<file path="src/rtl/tone_pkg.sv">
// tone_pkg: shared width helpers and reset constants for the poly_tone_gen block.
// No ports. Provides:
//   mix_w_f(vol_w, channels) - mix width, wide enough for every channel at full volume
//   chan_w_f(channels)       - channel index width, at least 1 bit
//   CHAN_RST_BIT             - fill bit for the reset value of the channel record
package tone_pkg;

    function automatic int mix_w_f(input int vol_w, input int channels);
        return vol_w + $clog2(channels + 1);
    endfunction

    function automatic int chan_w_f(input int channels);
        return (channels > 1) ? $clog2(channels) : 1;
    endfunction

    localparam logic CHAN_RST_BIT = 1'b0;

endpackage

</file>
<file path="src/rtl/tone_channel.sv">
// tone_channel: one square-wave tone voice with its programmable period, volume and gate.
// Ports:
//   clk, resetn         - clock, asynchronous active-low reset
//   wr_en               - load wr_period/wr_vol/wr_gate together on this edge
//   wr_period           - half-period in clk cycles (0 silences the voice)
//   wr_vol, wr_gate     - voice volume and gate
//   phase               - current square-wave level
//   vol                 - registered volume, fed to the mixer
//   active              - gate & (period != 0)
module tone_channel
    import tone_pkg::*;
#(
    parameter int PERIOD_W = 32,
    parameter int VOL_W    = 4
) (
    input  logic                clk,
    input  logic                resetn,
    input  logic                wr_en,
    input  logic [PERIOD_W-1:0] wr_period,
    input  logic [VOL_W-1:0]    wr_vol,
    input  logic                wr_gate,
    output logic                phase,
    output logic [VOL_W-1:0]    vol,
    output logic                active
);

    typedef struct packed {
        logic [PERIOD_W-1:0] period;
        logic [VOL_W-1:0]    vol;
        logic                gate;
        logic [PERIOD_W-1:0] cnt;
        logic                phase;
    } chan_t;

    localparam chan_t CHAN_RST = {$bits(chan_t){CHAN_RST_BIT}};

    chan_t chan_q, chan_d;

    // The countdown always works from the pre-write register values, so a
    // write landing on a reload edge only takes effect at the next reload.
    always_comb begin
        chan_d = chan_q;
        if (wr_en) begin
            chan_d.period = wr_period;
            chan_d.vol    = wr_vol;
            chan_d.gate   = wr_gate;
        end
        if (!chan_q.gate || chan_q.period == '0) begin
            chan_d.cnt   = '0;
            chan_d.phase = 1'b0;
        end else if (chan_q.cnt == '0) begin
            chan_d.cnt   = chan_q.period - PERIOD_W'(1);
            chan_d.phase = ~chan_q.phase;
        end else begin
            chan_d.cnt   = chan_q.cnt - PERIOD_W'(1);
        end
    end

    always_ff @(posedge clk or negedge resetn) begin
        if (!resetn) chan_q <= CHAN_RST;
        else         chan_q <= chan_d;
    end

    assign phase  = chan_q.phase;
    assign vol    = chan_q.vol;
    assign active = chan_q.gate && (chan_q.period != '0);

endmodule

</file>
<file path="src/rtl/poly_tone_gen.sv">
// poly_tone_gen: polyphonic square-wave tone generator with PCM mix and 1-bit sigma-delta output.
// Ports:
//   clk, resetn                    - clock, asynchronous active-low reset
//   wr_en, wr_chan                 - write strobe and target channel (>= CHANNELS ignored)
//   wr_period, wr_vol, wr_gate     - channel settings, loaded together
//   active                         - per-channel gate & (period != 0)
//   mix                            - registered sum of sounding channel volumes
//   speaker                        - sigma-delta bitstream of mix
module poly_tone_gen
    import tone_pkg::*;
#(
    parameter  int CHANNELS = 4,
    parameter  int PERIOD_W = 32,
    parameter  int VOL_W    = 4,
    localparam int MIX_W    = mix_w_f(VOL_W, CHANNELS),
    localparam int CHAN_W   = chan_w_f(CHANNELS)
) (
    input  logic                clk,
    input  logic                resetn,
    input  logic                wr_en,
    input  logic [CHAN_W-1:0]   wr_chan,
    input  logic [PERIOD_W-1:0] wr_period,
    input  logic [VOL_W-1:0]    wr_vol,
    input  logic                wr_gate,
    output logic [CHANNELS-1:0] active,
    output logic [MIX_W-1:0]    mix,
    output logic                speaker
);

    logic [CHANNELS-1:0] chan_we;
    logic [CHANNELS-1:0] phase;
    logic [VOL_W-1:0]    vol [CHANNELS];
    logic [MIX_W-1:0]    mix_d, mix_q, acc_d, acc_q;
    logic                speaker_d, speaker_q;

    // Out-of-range indices never match any channel, so such writes are dropped.
    genvar i;
    generate
        for (i = 0; i < CHANNELS; i++) begin : g_ch
            assign chan_we[i] = wr_en && (wr_chan == CHAN_W'(i));
            tone_channel #(
                .PERIOD_W (PERIOD_W),
                .VOL_W    (VOL_W)
            ) u_ch (
                .clk       (clk),
                .resetn    (resetn),
                .wr_en     (chan_we[i]),
                .wr_period (wr_period),
                .wr_vol    (wr_vol),
                .wr_gate   (wr_gate),
                .phase     (phase[i]),
                .vol       (vol[i]),
                .active    (active[i])
            );
        end
    endgenerate

    // Full-width sum cannot overflow; the accumulator carry is the output bit,
    // giving a ones density of mix / 2^MIX_W.
    always_comb begin
        mix_d = '0;
        for (int c = 0; c < CHANNELS; c++)
            mix_d = mix_d + (phase[c] ? MIX_W'(vol[c]) : MIX_W'(0));
        {speaker_d, acc_d} = {1'b0, acc_q} + {1'b0, mix_q};
    end

    always_ff @(posedge clk or negedge resetn) begin
        if (!resetn) begin
            mix_q     <= '0;
            acc_q     <= '0;
            speaker_q <= 1'b0;
        end else begin
            mix_q     <= mix_d;
            acc_q     <= acc_d;
            speaker_q <= speaker_d;
        end
    end

    assign mix     = mix_q;
    assign speaker = speaker_q;

endmodule
</file>
<file path="config.mk">
export PLATFORM = sky130hd
export DESIGN_NAME = poly_tone_gen
export DESIGN_NICKNAME = d
export VERILOG_FILES = /design/src/rtl/tone_pkg.sv /design/src/rtl/tone_channel.sv /design/src/rtl/poly_tone_gen.sv
export SDC_FILE = /design/constraint.sdc
export NUM_CORES = 1
export LEC_CHECK = 0
export BUFFER_PORTS_ARGS = -buffer_cell sky130_fd_sc_hd__buf_2
export CAP_MARGIN = 20
export CORE_ASPECT_RATIO = 0.8
export CORE_UTILIZATION = 35
export DETAILED_ROUTE_END_ITERATION = 10
export GPL_TIMING_DRIVEN = 0
export MAX_ROUTING_LAYER = met4
export PLACE_DENSITY_LB_ADDON = 0.25
export SLEW_MARGIN = 25
export SYNTH_ARGS = -nofsm -noshare
export SYNTH_HDL_FRONTEND = slang
export SYNTH_SLANG_ARGS = --single-unit
</file>
<file path="constraint.sdc">
create_clock -name clk -period 7.5 [get_ports clk]
set_input_delay 1.5 -clock clk [delete_from_list [all_inputs] [get_ports clk]]
set_output_delay 1.5 -clock clk [all_outputs]
set_load 0.01 [all_outputs]
</file>
==> summary.md <==
| Metric | Value |
|---|---|
| Status | `finished clean` |
| Initial Util | `0.358` |
| Max incr delay on CP | `0.72 ns` |
| Fin cells | `2319` |
| Drt via density | `5.80` |
| Fin util | `0.405` |
| Post-layout min period | `5.43 ns` |
| EDFF count, synth | `0` |
| Crit. End Element | `primary output` |
| Routed wl met2 | `21.1 mm` |
| Cells along the critical path | `or3_1, or4_1, or4_1, o41ai_2, inv_1, buf_4, buf_2` |
| Hpwl dp | `35.4 mm` |
| Ratio of final minimum period to clock period | `0.723` |
| Worst-Margin Slew | `0.975 ns` |
| Top cells by count, synth | `dfrtp_1, nor2_1, mux2_2` |
| Met3 wire length | `4.38 mm` |
| Final worst clock skew | `0.0118 ns` |
| Clock tree buffer depth | `3` |
| Pre-CTS WS | `2.45 ns` |
| Ranking of synthesized cells by area | `dfrtp_1, mux2_2, a21oi_1, nor2_1, nor3_1` |
| CP top delay family | `simple AND/OR/NAND/NOR gates` |
| RSZ-0062 raised after global routing | `no` |
| Slew headroom | `0.344` |
| Fraction of layout cells with a size suffix above 1 | `0.180` |
| CP startpoint kind | `flip-flop` |
| Area growth from synthesis to layout | `13.2%` |
| Initial DRC count | `1192` |
| Final Hold Viols | `0` |
| DIE WIDTH | `241 µm` |
| Most used cell, CP | `or4_1` |
| Ys async rst share | `1.00` |
| #FFs+latches synth | `294` |
| Post-Route WL | `49.7 mm` |
| Uppermost routed layer | `met4` |
| ANT cells | `0` |
| Area of the multi-input gates | `8280 µm²` |
| GPL Wtd Cong | `0.928` |
| Setup Viol. Count Final | `0` |
| Top FF cell, synth | `dfrtp_1` |
| Final setup margin | `2.07 ns` |
| IO Count | `54` |
| Register area | `7360 µm²` |
| Seq/Total Area, Yosys | `0.459` |
| Avg Cell Area, Syn | `9.97 µm²` |
| Filler cell count | `4367` |
| First-pass DRT Iterations | `6` |
| Clk slew on worst S/H paths | `0.06 ns` |
| Clock root buffer master | `clkbuf_16` |
| Die area | `46600 µm²` |
| Area share of the largest cell type after synthesis | `0.459` |
| DRC Markers | `0` |
| Clk sinks | `294` |
| Setup Buffers After CTS | `0` |
| Pwr/cell area | `467 nW/µm²` |
| Worst skew pair latency | `0.58 ns` |
| Syn Nets | `1673` |
| H-tree depth | `1` |
| Max VDD drop | `0.000226 V` |
| Aggregate global-route resource usage | `0.221` |
| Core ar. | `44800 µm²` |
| Final Slew Violations | `0` |
| Placed cells | `2265` |
| Largest net degree at the start of global routing | `90` |
| DR WL/cell | `21.4 µm` |
| Most common cell in the synthesized netlist | `dfrtp_1` |
| CTS tree | `built` |
| Post-CTS sizing | `0` |
| Total gr overflow | `0` |
| Global-route wire length before repair | `78.1 mm` |
| Post-Syn Instances | `1607` |
| CP Buf/Inv Count | `3` |
| Via count | `13440` |
| Mapped Area | `16000 µm²` |
| Die Height | `193 µm` |
| Yosys warnings | `0` |
| P_leak | `7.47 nW` |
| IO buf count | `52` |
| Layout Nets | `1760` |
| Fmax | `184 MHz` |
| Initial antenna violation count | `4` |
| CTS Hold Buffers Added | `0` |
| Antenna-violating nets left | `0` |
| Worst EP required | `6.00 ns` |
| Synth area leader | `dfrtp_1` |
| Worst-path maximum fanout | `7` |
| Wl on met1 | `23.3 mm` |
| Max-cap violation count | `0` |
| Number of global-route vias before repair | `13082` |
| Worst min-delay path category | `reg2reg` |
| Num CTS Buffers | `30` |
| Worst path slowest cell | `o41ai_2` |
| Setup CP Type | `reg2out` |
| Yosys cell types | `77` |
| Std cell rows | `69` |
| Arr. time, crit path | `3.93 ns` |
==> metrics by stage <==
step / TNS (ns) / total power, mW / area (µm²) / hold slack (ns)
detailed placement: 0 / 6.85 / 17100 / 0.461
floorplan: 0 / 5.66 / 16000 / 0.443
global placement: -212.50 / 6.76 / 17000 / 0.454
global route: 0 / 9.09 / 18100 / 0.483
finish: 0 / 8.48 / 18100 / 0.474
CTS: 0 / 8.40 / 18100 / 0.475
==> state kept, by name, indices dropped and copies added, names as in the netlist <==
register	count
g_ch.u_ch.vol	16
g_ch.u_ch.chan_q	260
g_ch.u_ch.phase	4
mix	6
acc_q	7
speaker	1
==> metal layers <==
| layer | vias to the layer above | track usage |
|---|---|---|
| met2 | 544 | 0.312 |
| met3 | 65 | 0.0552 |
| li1 | 6130 | - |
| met5 | - | - |
| met4 | 0 | 0.0457 |
| met1 | 6701 | 0.319 |
==> power by group <==
part / leakage (nW) / internal (mW) / switching (mW)
Combinational: 3.26 / 1.69 / 2.76
Sequential: 3.73 / 2.02 / 0.502
Clock: 0.486 / 0.856 / 0.658
==> cells in the final DEF, fill, tap and decap left out, types with 14 or more instances in the layout <==
cell / count
nor2_1: 178
a31oi_1: 20
clkbuf_1: 52
nand3_1: 29
o21a_1: 18
mux2_2: 157
nor3_1: 93
nor3b_1: 16
nand4_1: 27
xor2_1: 20
buf_2: 60
a21o_1: 14
nand2_1: 57
or3_1: 29
a21oi_1: 150
or4_1: 17
and2_1: 24
ha_1: 15
dfrtp_1: 294
nor4_1: 57
o21ai_0: 51
inv_1: 32
clkbuf_16: 31
xnor2_1: 50
==> final timing paths <==
kind	from	slack (ns)	cells past startpoint	end
max in group asynchronous	resetn	5.03	4	g_ch[0].u_ch.chan_q[64]
min in group asynchronous	resetn	0.84	1	acc_q[1]
worst max-delay path	g_ch[2].u_ch.chan_q[62]	2.07	7	active[2]
worst max register to register	g_ch[0].u_ch.chan_q[4]	2.29	15	g_ch[0].u_ch.chan_q[29]
worst min-delay path	acc_q[0]	0.47	1	acc_q[0]
worst min register to register	acc_q[0]	0.47	1	acc_q[0]
==> worst reg2reg max path: stages (launching register included) <==
cell and delay (ns):
dfrtp_1 0.42, or4_1 0.47, clkbuf_1 0.20, or3_1 0.34
clkbuf_1 0.23, nor3_1 0.72, buf_2 0.38, buf_1 0.56
a21oi_1 0.20, ha_1 0.26, nor4b_1 0.20, and3_1 0.21
mux2i_1 0.38, or4b_1 0.30, o21a_1 0.16, nor3_1 0.04
==> cell type report <==
type / instances / share of cell area
tap: 603 / 0.0416
clock buffer: 44 / 0.0493
timing repair buffer: 55 / 0.0195
inverter: 32 / 0.00662
clock inverter: 10 / 0.00448
buffer: 69 / 0.0159
sequential: 294 / 0.406
multi-input combinational: 1212 / 0.457
==> kinds of logic after synthesis <==
group | Yosys count | synth area share
and+or+nand+nor | 598 | 0.198
xor gates and xnor gates | 70 | 0.0383
AOI/OAI and AO/OA | 353 | 0.140
muxes | 166 | 0.116
buffers and inverters | 101 | 0.0255
adders and majority gates | 24 | 0.0230
other | 1 | 0.000234
DFF | 294 | 0.459
No activity file was read; power rests on OpenSTA's default activity.
